[src/rtl/mem_arb_pkg.sv]
// rtl/mem_arb_pkg.sv - shared state encoding and helpers for mem_port_arbiter
//
// Contents:
//   arb_state_t : access sequencer states (IDLE, SETUP, ACCESS, RESP)
//   CNT_W       : width of the ACCESS wait counter (covers WAIT_CYCLES up to 7)
//   clog2()     : index width for a requester count

package mem_arb_pkg;

  typedef enum logic [1:0] {
    IDLE   = 2'd0,
    SETUP  = 2'd1,
    ACCESS = 2'd2,
    RESP   = 2'd3
  } arb_state_t;

  localparam int CNT_W = 3;

  // Smallest r with 2**r >= n; a single requester still gets a 0-bit-free
  // answer of 0, callers only use it for n >= 2.
  function automatic int clog2(input int n);
    int r;
    r = 0;
    while ((1 << r) < n) r++;
    return r;
  endfunction

endpackage

[src/rtl/rr_pick.sv]
// rtl/rr_pick.sv - combinational round-robin picker
//
// Ports:
//   req   in  NUM_REQ  raw request vector
//   ptr   in  IDX_W    index with top priority this cycle
//   mask  in  NUM_REQ  requesters excluded from this pick
//   valid out 1        at least one eligible requester
//   grant out NUM_REQ  one-hot winner
//   idx   out IDX_W    binary winner index

module rr_pick #(
  parameter int NUM_REQ = 4,
  parameter int IDX_W   = 2
) (
  input  logic [NUM_REQ-1:0] req,
  input  logic [IDX_W-1:0]   ptr,
  input  logic [NUM_REQ-1:0] mask,
  output logic               valid,
  output logic [NUM_REQ-1:0] grant,
  output logic [IDX_W-1:0]   idx
);

  localparam int SUM_W = IDX_W + 1;

  logic [NUM_REQ-1:0] elig;

  assign elig = req & ~mask;

  // Walk the requesters starting at ptr and wrapping; the first eligible
  // one wins. The sum is one bit wider than the index so ptr+i never
  // overflows before the modulo subtraction.
  always_comb begin
    logic [SUM_W-1:0] sum;
    logic [IDX_W-1:0] c;
    valid = 1'b0;
    grant = '0;
    idx   = '0;
    sum   = '0;
    c     = '0;
    for (int i = 0; i < NUM_REQ; i++) begin
      sum = {1'b0, ptr} + SUM_W'(i);
      if (sum >= SUM_W'(NUM_REQ)) begin
        sum = sum - SUM_W'(NUM_REQ);
      end
      c = sum[IDX_W-1:0];
      if (!valid && elig[c]) begin
        valid    = 1'b1;
        grant[c] = 1'b1;
        idx      = c;
      end
    end
  end

endmodule

[src/rtl/mem_port_arbiter.sv]
// rtl/mem_port_arbiter.sv - round-robin arbiter and access sequencer for one single-port memory
//
// Ports:
//   clk, rst_n  clock, asynchronous active-low reset
//   req         in  NUM_REQ          per-requester request, held until ack
//   we          in  NUM_REQ          per-requester write select
//   addr        in  NUM_REQ*ADDR_W   packed word addresses
//   wdata       in  NUM_REQ*DATA_W   packed write data
//   ack         out NUM_REQ          one-hot one-cycle completion pulse
//   rdata       out DATA_W           read data, valid in the ack cycle
//   busy        out 1                sequencer not idle
//   mem_en      out 1                memory enable
//   mem_we      out 1                memory write strobe
//   mem_addr    out ADDR_W           memory word address
//   mem_wdata   out DATA_W           memory write data
//   mem_rdata   in  DATA_W           memory read data, one cycle after mem_en

module mem_port_arbiter
  import mem_arb_pkg::*;
#(
  parameter int NUM_REQ     = 4,
  parameter int ADDR_W      = 5,
  parameter int DATA_W      = 24,
  parameter int WAIT_CYCLES = 1
) (
  input  logic                      clk,
  input  logic                      rst_n,
  input  logic [NUM_REQ-1:0]        req,
  input  logic [NUM_REQ-1:0]        we,
  input  logic [NUM_REQ*ADDR_W-1:0] addr,
  input  logic [NUM_REQ*DATA_W-1:0] wdata,
  output logic [NUM_REQ-1:0]        ack,
  output logic [DATA_W-1:0]         rdata,
  output logic                      busy,
  output logic                      mem_en,
  output logic                      mem_we,
  output logic [ADDR_W-1:0]         mem_addr,
  output logic [DATA_W-1:0]         mem_wdata,
  input  logic [DATA_W-1:0]         mem_rdata
);

  localparam int               IDX_W    = clog2(NUM_REQ);
  localparam logic [CNT_W-1:0] CNT_LOAD = CNT_W'(WAIT_CYCLES - 1);

  arb_state_t state, state_nxt;

  logic [IDX_W-1:0]   ptr;
  logic [IDX_W-1:0]   ptr_next;
  logic [IDX_W-1:0]   win;
  logic [NUM_REQ-1:0] win_oh;
  logic               lat_we;
  logic [ADDR_W-1:0]  lat_addr;
  logic [DATA_W-1:0]  lat_wdata;
  logic [CNT_W-1:0]   cnt;

  logic [IDX_W-1:0]   pick_ptr;
  logic [NUM_REQ-1:0] pick_mask;
  logic               pick_valid;
  logic [NUM_REQ-1:0] pick_grant;
  logic [IDX_W-1:0]   pick_idx;
  logic               load;

  logic               sel_we;
  logic [ADDR_W-1:0]  sel_addr;
  logic [DATA_W-1:0]  sel_wdata;

  assign ptr_next = (win == IDX_W'(NUM_REQ - 1)) ? '0 : win + 1'b1;
  assign win_oh   = NUM_REQ'(1) << win;

  // In RESP the pick already sees the advanced pointer and the current
  // winner masked out, so a back-to-back grant never repeats the requester
  // that was just served.
  assign pick_ptr  = (state == RESP) ? ptr_next : ptr;
  assign pick_mask = (state == RESP) ? win_oh : '0;

  rr_pick #(
    .NUM_REQ (NUM_REQ),
    .IDX_W   (IDX_W)
  ) u_pick (
    .req   (req),
    .ptr   (pick_ptr),
    .mask  (pick_mask),
    .valid (pick_valid),
    .grant (pick_grant),
    .idx   (pick_idx)
  );

  // Steer the winning requester's fields with the one-hot grant.
  always_comb begin
    sel_we    = 1'b0;
    sel_addr  = '0;
    sel_wdata = '0;
    for (int i = 0; i < NUM_REQ; i++) begin
      if (pick_grant[i]) begin
        sel_we    = we[i];
        sel_addr  = addr[i*ADDR_W +: ADDR_W];
        sel_wdata = wdata[i*DATA_W +: DATA_W];
      end
    end
  end

  // A new transaction is captured on the edge that enters SETUP, so the
  // SETUP cycle already drives the latched address/data and nothing the
  // requester does afterwards can disturb the access in flight.
  assign load = pick_valid && ((state == IDLE) || (state == RESP));

  always_ff @(posedge clk or negedge rst_n) begin
    if (!rst_n) begin
      state <= IDLE;
    end else begin
      state <= state_nxt;
    end
  end

  always_comb begin
    state_nxt = state;
    busy      = 1'b0;
    mem_en    = 1'b0;
    mem_we    = 1'b0;
    ack       = '0;
    case (state)
      IDLE: begin
        if (pick_valid) state_nxt = SETUP;
      end
      SETUP: begin
        busy      = 1'b1;
        mem_en    = 1'b1;
        state_nxt = ACCESS;
      end
      ACCESS: begin
        busy   = 1'b1;
        mem_en = 1'b1;
        mem_we = lat_we;
        if (cnt == '0) state_nxt = RESP;
      end
      RESP: begin
        busy      = 1'b1;
        ack       = win_oh;
        state_nxt = pick_valid ? SETUP : IDLE;
      end
      default: state_nxt = IDLE;
    endcase
  end

  always_ff @(posedge clk or negedge rst_n) begin
    if (!rst_n) begin
      ptr       <= '0;
      win       <= '0;
      lat_we    <= 1'b0;
      lat_addr  <= '0;
      lat_wdata <= '0;
      cnt       <= '0;
      rdata     <= '0;
    end else begin
      if (load) begin
        win       <= pick_idx;
        lat_we    <= sel_we;
        lat_addr  <= sel_addr;
        lat_wdata <= sel_wdata;
      end
      if (state == SETUP) begin
        cnt <= CNT_LOAD;
      end else if ((state == ACCESS) && (cnt != '0)) begin
        cnt <= cnt - 1'b1;
      end
      // Memory data is registered one cycle behind mem_en, which first rises
      // in SETUP, so it is valid throughout ACCESS.
      if ((state == ACCESS) && (cnt == '0) && !lat_we) begin
        rdata <= mem_rdata;
      end
      if (state == RESP) begin
        ptr <= ptr_next;
      end
    end
  end

  assign mem_addr  = lat_addr;
  assign mem_wdata = lat_wdata;

endmodule

[config.mk]
export PLATFORM = sky130hd
export DESIGN_NAME = mem_port_arbiter
export DESIGN_NICKNAME = d
export VERILOG_FILES = /design/src/rtl/mem_arb_pkg.sv /design/src/rtl/rr_pick.sv /design/src/rtl/mem_port_arbiter.sv
export SDC_FILE = /design/constraint.sdc
export NUM_CORES = 1
export LEC_CHECK = 0
export CAP_MARGIN = 10
export CORE_MARGIN = 8
export CORE_UTILIZATION = 30
export CTS_BUF_LIST = sky130_fd_sc_hd__clkbuf_8 sky130_fd_sc_hd__clkbuf_16
export CTS_CLUSTER_DIAMETER = 30
export DETAILED_ROUTE_END_ITERATION = 8
export PLACE_DENSITY = 0.69
export SYNTH_ARGS = -nofsm -noshare
export SYNTH_HDL_FRONTEND = slang
export SYNTH_SLANG_ARGS = --single-unit
[constraint.sdc]
create_clock -name clk -period 6.6 [get_ports clk]
set_input_delay 1.98 -clock clk [delete_from_list [all_inputs] [get_ports clk]]
set_output_delay 1.98 -clock clk [all_outputs]
set_load 0.005 [all_outputs]
; Word level (Yosys, flattened, before mapping)
; Index checks and enable logic that the tools add are counted.
[word_totals]
out_inout_bits = 60
in_bits = 150
wordCells = 120
register_bits = 63
[classes]
n_lt_le_gt_ge = 12
n_reduce_logical = 23
bitwise = 5
add_sub_neg = 9
n_mux = 56
eq_ne = 6
shift = 1
[op_table]
columns = cell, count
row1 = $mux W24, 4
row2 = $mux W2, 12
row3 = $mux W1, 20
row4 = $mux W4, 5
row5 = $mux W5, 4
row6 = $lt A2 B3 Y1 const B, 4
row7 = $or A4 B4 Y4, 3
row8 = $logic_and A1 B1 Y1, 11
row9 = $ge A3 B3 Y1 const B, 3
row10 = $bmux W1 S2, 4
row11 = $demux W1 S2, 4
row12 = $ge A2 B1 Y1 const B, 4
row13 = $pmux W2 S4, 1
row14 = $sub A2 B1 Y2 const B, 4
row15 = $add A2 B2 Y3 const B, 2
row16 = $eq A2 B2 Y1 const B, 3
row17 = $mux W3, 2
row18 = $and A4 B4 Y4, 1
row19 = $logic_not A1 Y1, 4
row20 = $ne A2 B2 Y1 const B, 2
row21 = $not A4 Y4, 1
row22 = $shl A1 B2 Y4 const A, 1
row23 = $add A2 B1 Y3 const B, 1
row24 = $ge A2 B3 Y1 const B, 1
row25 = other kinds (11), 11

; Longest topological paths before layout
; Gate-level depths: netlist (run 1).
[depth]
depth_word = 21
depth_mapped = 13
mapped_depth_nobuf = 11

; Hierarchy
; From an unflattened synthesis (run 1), not the netlist that was laid out.
[unflattened]
cells_unflattened = 389
hier_area_um2 = 3986.3
[by_module_without_submodules]
columns = module, cells_each, area_each_um2, seq_area_each_um2, instances
row1 = mem_port_arbiter, 322, 3475.8, 1576.5, 1
row2 = rr_pick, 67, 510.5, 0.0, 1

; Worst setup path before layout (run 1)
; No wires, ideal clock.
[synth_timing]
kind = input -> register
start = in req[1]
end = reg lat_we
arrival_ns = 3.925
setup_time_ns = 0.126
path_stages = 9
n_path_buf = 1
required_time_ns = 6.474
slack_ns = 2.549
path_cell_list = a21boi_0 and3_1 nor2_1 or3_1 a211oi_1 or2_4 buf_6 o31ai_1 a221o_1
[synth_between]
elab_chain_len = 17
word_cells_on_any_way = 31
cone_classes = 20 x mux / 4 x bitwise / 7 x reduce/logical
[synth_lines]
columns = item, line_no
row1 = from (decl), mem_port_arbiter.sv:28  ; input logic [NUM_REQ-1:0] req,
row2 = $and A4 B4 Y4 (*), rr_pick.sv:27  ; assign elig = req & ~mask;
row3 = $bmux W1 S2, rr_pick.sv:46  ; if (!valid && elig[c]) begin
row4 = $mux W1 (implied by the code), rr_pick.sv:46
row5 = $mux W1, rr_pick.sv:46
row6 = $logic_not A1 Y1, rr_pick.sv:46
row7 = $logic_and A1 B1 Y1, rr_pick.sv:46
row8 = $mux W1, rr_pick.sv:46
row9 = $logic_not A1 Y1, rr_pick.sv:46
row10 = $logic_and A1 B1 Y1, rr_pick.sv:46
row11 = $mux W1, rr_pick.sv:46
row12 = $logic_not A1 Y1, rr_pick.sv:46
row13 = $logic_and A1 B1 Y1, rr_pick.sv:46
row14 = $mux W4, rr_pick.sv:46
row15 = $mux W1 (4 in a row), mem_port_arbiter.sv:94  ; if (pick_grant[i]) begin
row16 = to (signal assigned), mem_port_arbiter.sv:157  ; lat_we <= sel_we;
row17 = to (decl), mem_port_arbiter.sv:51  ; logic lat_we;
; Every way passes the cells marked *; elsewhere a longest branch is shown, timed or not. The select of a mux whose other input is x is not followed.
; A chain may end at the register's enable or synchronous reset.

; Worst setup path after layout (run 1)
[layout_timing]
start = in req[1]
end = reg lat_addr[2] (netlist: mem_addr[2])
[layout_between]
elab_chain_len = 17
word_cells_on_any_way = 31
cone_classes = 20 x mux / 4 x bitwise / 7 x reduce/logical
[layout_lines]
columns = item, line_no
row1 = $and A4 B4 Y4 (*), rr_pick.sv:27
row2 = $bmux W1 S2, rr_pick.sv:46
row3 = $mux W1 (implied by the code), rr_pick.sv:46
row4 = $mux W1, rr_pick.sv:46
row5 = $logic_not A1 Y1, rr_pick.sv:46
row6 = $logic_and A1 B1 Y1, rr_pick.sv:46
row7 = $mux W1, rr_pick.sv:46
row8 = $logic_not A1 Y1, rr_pick.sv:46
row9 = $logic_and A1 B1 Y1, rr_pick.sv:46
row10 = $mux W1, rr_pick.sv:46
row11 = $logic_not A1 Y1, rr_pick.sv:46
row12 = $logic_and A1 B1 Y1, rr_pick.sv:46
row13 = $mux W4, rr_pick.sv:46
row14 = $mux W5 (4 in a row), mem_port_arbiter.sv:94
row15 = to (signal assigned), mem_port_arbiter.sv:158  ; lat_addr <= sel_addr;
row16 = to (decl), mem_port_arbiter.sv:52  ; logic [ADDR_W-1:0] lat_addr;
; Marked as above.

==> results of run 1 <==
## cells by family (layout without fill, tap and decap cells)
group                    after synthesis  count (layout)  share of synthesized area [%]
AND/OR/NAND/NOR                       99              99                           11.5
buffers and inverters                 72             272                           7.62
multiplexers                          27              27                           7.87
XOR/XNOR                               1               1                          0.219
adder cells (fa/ha/maj)               19              19                           5.94
AO/OA/AOI/OAI                        157             157                           27.5
flip-flops                            63              63                           39.4
## synthesized netlist by cell type, types with 4 or more instances
cell type	instances
dfrtp_1	63
o31ai_1	30
a21oi_1	8
o21ai_0	64
ha_1	19
buf_2	10
inv_1	39
nor2b_1	4
mux2_2	26
nand2_1	61
and2_1	6
nor2_1	9
a222oi_1	4
a221o_1	31
clkbuf_1	18
## power breakdown
group	switching [mW]	internal [mW]
Combinational	1.47	1.18
Clock	0.171	0.417
Sequential	0.0923	0.587
## registers in the layout, summed over array words and instances, names as in the netlist
register,cells
lat_we,1
state,2
win,2
mem_wdata,24
mem_addr,5
rdata,24
cnt,3
ptr,2
## worst max-delay path, delay by kind of cell
family                 cells  cell delay, ns
AOI/OAI and AO/OA          6            2.14
buffers and inverters      1            0.47
and+or+nand+nor            2            0.77
## how the worst max path moves through the flow
stage	end	slack (ns)	cells past startpoint
floorplan	lat_we	2.55	9
global placement	mem_addr[0]	1.26	9
CTS	mem_wdata[1]	1.49	9
finish	mem_addr[2]	1.41	9
detailed placement	mem_wdata[1]	1.13	9
global route	mem_wdata[12]	1.27	9
## layer usage
layer	track usage [%]	vias up	wire [um]
li1	-	1976	-
met1	19.0	1934	6080
met2	27.4	205	6900
met3	6.06	16	1260
met4	4.47	0	218
met5	0	-	0
## metrics by stage
stage	util (%)	total power, mW
after floorplan	-	2.45
after global placement	47.5	3.26
after detailed placement	47.5	3.35
after CTS	50.3	3.94
after global routing	50.3	4.23
final	50.3	3.92
## final cells by class
type / count / area [um2] / share of cell area [%]
flip-flops and latches: 63 / 1580 / 23.9
repair buffers: 215 / 2130 / 32.3
inverters: 41 / 154 / 2.33
well taps: 176 / 220 / 3.33
clock inverters: 6 / 133 / 2.01
multi-input cells: 303 / 2150 / 32.6
clock buffers: 10 / 239 / 3.62
==> impl_results.md, run 1 <==
- IO Pins: 210
- Min cycle time layout: 5.19 ns
- Setup TNS: 0 ns
- Placed cell areas: 6240 um2
- DIE WIDTH: 132 um
- Worst Path Max Fanout: 31
- Largest area contributor in the netlist: dfrtp_1
- Initial Util: a little under a third
- Chip height: 132 um
- Worst Setup SP: req[1]
- Hold Path Origin: rdata[1]
- Core area: between 10000 and 15000 um2
- Slew @ Worst Pin: 1.10 ns
- Worst-path clk slew: 0.05 ns
- CTS Hold Bufs: 0
- Kind of critical path: in2reg
- Hold endpoint: rdata[1]
- Final ANT Viol Nets: 0
- Worst Hold Class: reg2reg
- PostCTS Resize Cnt: 0
- Most common cell after layout, fill and taps aside: clkdlybuf4s50_1
- DR iter-0 viols: between 150 and 200
- Vias/cell: about 5.1
- Most frequent cells in the layout: clkdlybuf4s50_1 (208), o21ai_0 (64), dfrtp_1 (63), nand2_1 (61), inv_1 (40)
- Status: complete, no violations
- Syn_area_per_cell: 9.14 um2
- #FFs+latches synth: 63
- # setup viols final: 0
- Layout cells sized above 1: 9.87%
- Crit Reg-Reg Startpoint: state[1]
- Placed Cells: 798
- Yosys warns: 0
- Drt pass-1 iters: 5
- Clk_skew: 0.00425 ns
- Worst hold margin: around 0.5 ns
- Worst IR drop on VDD: 0.000423 V
- Worst R2R Path Depth: 11
- Drt total wl: 14.5 mm
- Max_cap viols: 0
- Cell Chain, Critical Path: clkdlybuf4s50_1, a21boi_0, and3_1, o21ai_0, a21oi_2, a221o_1, or2_4, o31ai_1, a221o_1
- First-pass GRT wire length: 23.0 mm
- Mapped Area: 4000 um2
- Worst setup margin: about 1.4 ns
- Post-synth ARST share: 100%
- Ant diodes: 0
- Clk buf depth: 2
- CTS tree: done
- Grt ovf: 0
- CP Capture Type: flip-flop
- Synth area leaders: dfrtp_1 (39%), o21ai_0 (8.0%), a221o_1 (7.8%)
- Hold Violations, Final: 0
- Die footprint: 17300 um2
- Post-synth top area share: approximately 40%
- Clk Latency, worst-skew pair: 0.32 ns
- Slew HR: 26.6%
- Post-CTS Setup Inserts: 0
- Vias: 4131
- Max Slew Vio Count: 0
- Vias in the first global route: approximately 4400
- Sequential share of the synthesized area: 39.4%
- Number of synthesized flops with an enable pin: 0
- Slowest stage delay, CP: 0.88 ns
- Primary FF master, synth: dfrtp_1
- DP HPWL: 10.9 mm
- Fmax: just under 0.2 GHz
- Area Growth Syn to Fin: 65.1%
- Largest net degree at the start of global routing: 64
- GRT Total Usage: between 10% and 20%
- H-tree depth: 3
- Layout fillers: 1223
- Hold path depth: 1
- CP startpoint kind: input port
- Total CTS buffers: 9
- Final instance area: 6610 um2
- RePlAce Congestion: 0.911
- Drc violations: 0
- Initial antenna violation count: 0
- DR WL/cell: 17.8 um
- Clock sink total: 63
- Number of cell rows: 42
- Final Non-Filler Cells: 814
- Yosys cell types: 45
- CP max-delay cell: a221o_1
- Final period util: 78.6%
- Pre-CTS setup slack: 1.13 ns
- Worst path arrival time: 5.39 ns
- Syn nets: between 600 and 700
- Static Leakage: about 2.8 nW
- Register-to-register path setup slack: 2.21 ns
- CP dominant cell by count: a221o_1
- Nets: 802
- PwrDens: 593 nW/um2
- CTS Root Cell: clkbuf_16
- Critical Path RT: 6.80 ns
- RSZ-0062 raised after global routing: false
- Reg2reg end: mem_addr[2]
- IO buf count: 209
- Mapped Cells: 438
No activity file was read; power rests on OpenSTA's default activity.
==> run 2: changes to the inputs <==
==> constraint.sdc (replaced) <==
create_clock -name clk -period 5.15 [get_ports clk]
set_input_delay 1.545 -clock clk [delete_from_list [all_inputs] [get_ports clk]]
set_output_delay 1.545 -clock clk [all_outputs]
set_load 0.005 [all_outputs]
==> run 2 against run 1 <==
Net effect:
- cell area rose by 0.40%
- flip-flop and latch count did not move
- global-route usage fell by 0.28 points
- critical endpoint is now mem_wdata[0]
==> impl_results.md, run 2 (synthesized netlist as in run 1, its figures left out) <==
- Placed cell areas: 6280 um2 (was 6240 um2)
- Drt total wl: 14.2 mm (was 14.5 mm)
- Sequential share of power: 17.2% (was 17.4%)
- Final instance area: 6640 um2 (was 6610 um2)
- Comb power frac: 69.7% (was 67.6%)
- PostCTS Resize Cnt: 0 (unchanged)
- Worst IR drop on VDD: 0.000472 V (was 0.000423 V)
- Initial Util: 30.5% (unchanged)
- Slew @ Worst Pin: 1.09 ns (was 1.10 ns)
- Critical Path RT: 5.35 ns (was 6.80 ns)
- Final ANT Viol Nets: 0 (unchanged)
- Drt pass-1 iters: 7 (was 5)
- Number of cell rows: 42 (unchanged)
- Setup TNS: 0 ns (unchanged)
- CP Capture Type: flip-flop (unchanged)
- Final Non-Filler Cells: 819 (was 814)
- Switching Power: 2.25 mW (was 1.74 mW)
- IO buf count: 209 (unchanged)
- # setup viols final: 0 (unchanged)
- IO Pins: 210 (unchanged)
- DR WL/cell: 17.4 um (was 17.8 um)
- Initial antenna violation count: 0 (unchanged)
- Most frequent cells in the layout: clkdlybuf4s50_1 (208), o21ai_0 (64), dfrtp_1 (63), nand2_1 (61), inv_1 (39) (was clkdlybuf4s50_1 (208), o21ai_0 (64), dfrtp_1 (63), nand2_1 (61), inv_1 (40))
- Grt ovf: 0 (unchanged)
- Die footprint: 17300 um2 (unchanged)
- Core area: 13100 um2 (unchanged)
- Max Slew Vio Count: 0 (unchanged)
- Max_cap viols: 0 (unchanged)
- Largest net degree at the start of global routing: 34 (was 64)
- Static Leakage: 2.77 nW (was 2.76 nW)
- Layout fillers: 1213 (was 1223)
- Clock power frac: 13.1% (was 15.0%)
- Most common cell after layout, fill and taps aside: clkdlybuf4s50_1 (unchanged)
- Area Growth Syn to Fin: 65.7% (was 65.1%)
- Fraction of power spent switching nets: 44.5% (was 44.4%)
- Internal power: 2.80 mW (was 2.18 mW)
- Fmax: 0.217 GHz
- Slowest stage delay, CP: 0.47 ns (was 0.88 ns)
- DP HPWL: 11.3 mm (was 10.9 mm)
- Nets: 807 (was 802)
- DR iter-0 viols: 176 (was 184)
- H-tree depth: 3 (unchanged)
- DIE WIDTH: 132 um (unchanged)
- Cell Chain, Critical Path: clkdlybuf4s50_1, a21boi_0, and3_1, nor2_1, or3_1, a21oi_1, a21boi_2, buf_4, and3_1, buf_4, a221o_1 (was clkdlybuf4s50_1, a21boi_0, and3_1, o21ai_0, a21oi_2, a221o_1, or2_4, o31ai_1, a221o_1)
- Worst-path clk slew: 0.06 ns (was 0.05 ns)
- Chip height: 132 um (unchanged)
- Vias/cell: 5.02 (was 5.07)
- GRT Total Usage: 16.0% (was 16.3%)
- Kind of critical path: in2reg (unchanged)
- Clk Latency, worst-skew pair: 0.32 ns (about the same)
- RePlAce Congestion: 0.854 (was 0.911)
- First-pass GRT wire length: 22.8 mm (was 23.0 mm)
- PwrDens: 761 nW/um2 (was 593 nW/um2)
- Final period util: around nine tenths
- Worst path arrival time: 4.80 ns (was 5.39 ns)
- CTS Root Cell: clkbuf_16 (unchanged)
- Ant diodes: 0 (unchanged)
- Layout cells sized above 1: 10.7% (was 9.87%)
- Clock sink total: 63 (unchanged)
- Core Util, Final: 50.5% (was 50.3%)
- Worst Path Max Fanout: 31 (unchanged)
- Drc violations: 0 (unchanged)
- Overall power: 5.05 mW (was 3.92 mW)
- Clk buf depth: 2 (unchanged)
- Worst Hold Class: reg2reg (unchanged)
- Slew HR: 27.3% (was 26.6%)
- CTS tree: done (unchanged)
- Vias: 4111 (was 4131)
- Placed Cells: 802 (was 798)
- Vias in the first global route: 4442 (was 4447)
- Hold Violations, Final: 0 (unchanged)
- CP startpoint kind: input port (unchanged)
- CP max-delay cell: a21oi_1 (was a221o_1)
- RSZ-0062 raised after global routing: false (unchanged)
- Status: complete, no violations (unchanged)
- Post-CTS Setup Inserts: 0 (unchanged)
- Clk_skew: 0.00679 ns (was 0.00425 ns)
- Total CTS buffers: 9 (unchanged)
- CTS Hold Bufs: 0 (unchanged)
- Min cycle time layout: 4.60 ns
## run 2: cell types whose count changed in the layout (fill, tap and decap cells not counted), sizes merged
cell / before / now
buf: 7 / 12
bufinv: 4 / 2
clkbuf: 10 / 9
clkinvlp: 0 / 1
inv: 42 / 44
## run 2: through the flow
stage	hold slack [ns]	setup WS [ns]
finish	0.502	0.552
global route	0.524	0.438
CTS	0.506	0.289
detailed placement	0.492	-0.0519
global placement	0.486	0.0786
floorplan	0.504	1.53
## run 2: per-layer routing
layer / up-vias / share of wire, % / track usage, % / wire, um
met5: - / 0 / 0 / 0
met2: 182 / 50 / 28.3 / 7080
met3: 19 / 7.6 / 5.37 / 1090
met4: 0 / 1.8 / 5.62 / 256
met1: 1922 / 41 / 17.5 / 5800
li1: 1988 / - / - / -
## run 2: path summary, 6_finish.rpt
check                      startpoint      endpoint  slack [ns]  depth (start not counted)
hold reg to reg              rdata[5]      rdata[5]        0.50                          1
max in group asynchronous       rst_n      rdata[7]        2.96                          2
setup / recovery               req[1]  mem_wdata[0]        0.55                         11
setup reg to reg             state[0]  mem_wdata[0]        1.05                         11
min in group asynchronous       rst_n      rdata[3]        1.29                          1
hold / removal               rdata[5]      rdata[5]        0.50                          1
## run 2: area by class of cell
type                       count  area, um2  area share (%)
timing repair buffer         220       2200            33.2
clock inverter                 7        103            1.55
inverter                      41        154            2.32
tap                          176        220            3.32
multi-input combinational    303       2150            32.5
clock buffer                   9        225            3.39
sequential                    63       1580            23.8
## run 2: power groups by stage
stage	Combinational, mW	Clock, mW	Sequential, mW
6_report	3.52	0.664	0.868
5_1_grt	3.85	0.709	0.899
4_1_cts	3.49	0.684	0.871
3_5_place_dp	3.49	0	0.879
3_3_place_gp	3.40	0	0.869
2_1_floorplan	2.26	0	0.883
## run 2: critical path: cells and delay by family
kind | cells | cell delay [ns]
compound gates | 4 | 1.25
simple gates | 4 | 1.03
buf+inv | 3 | 0.95
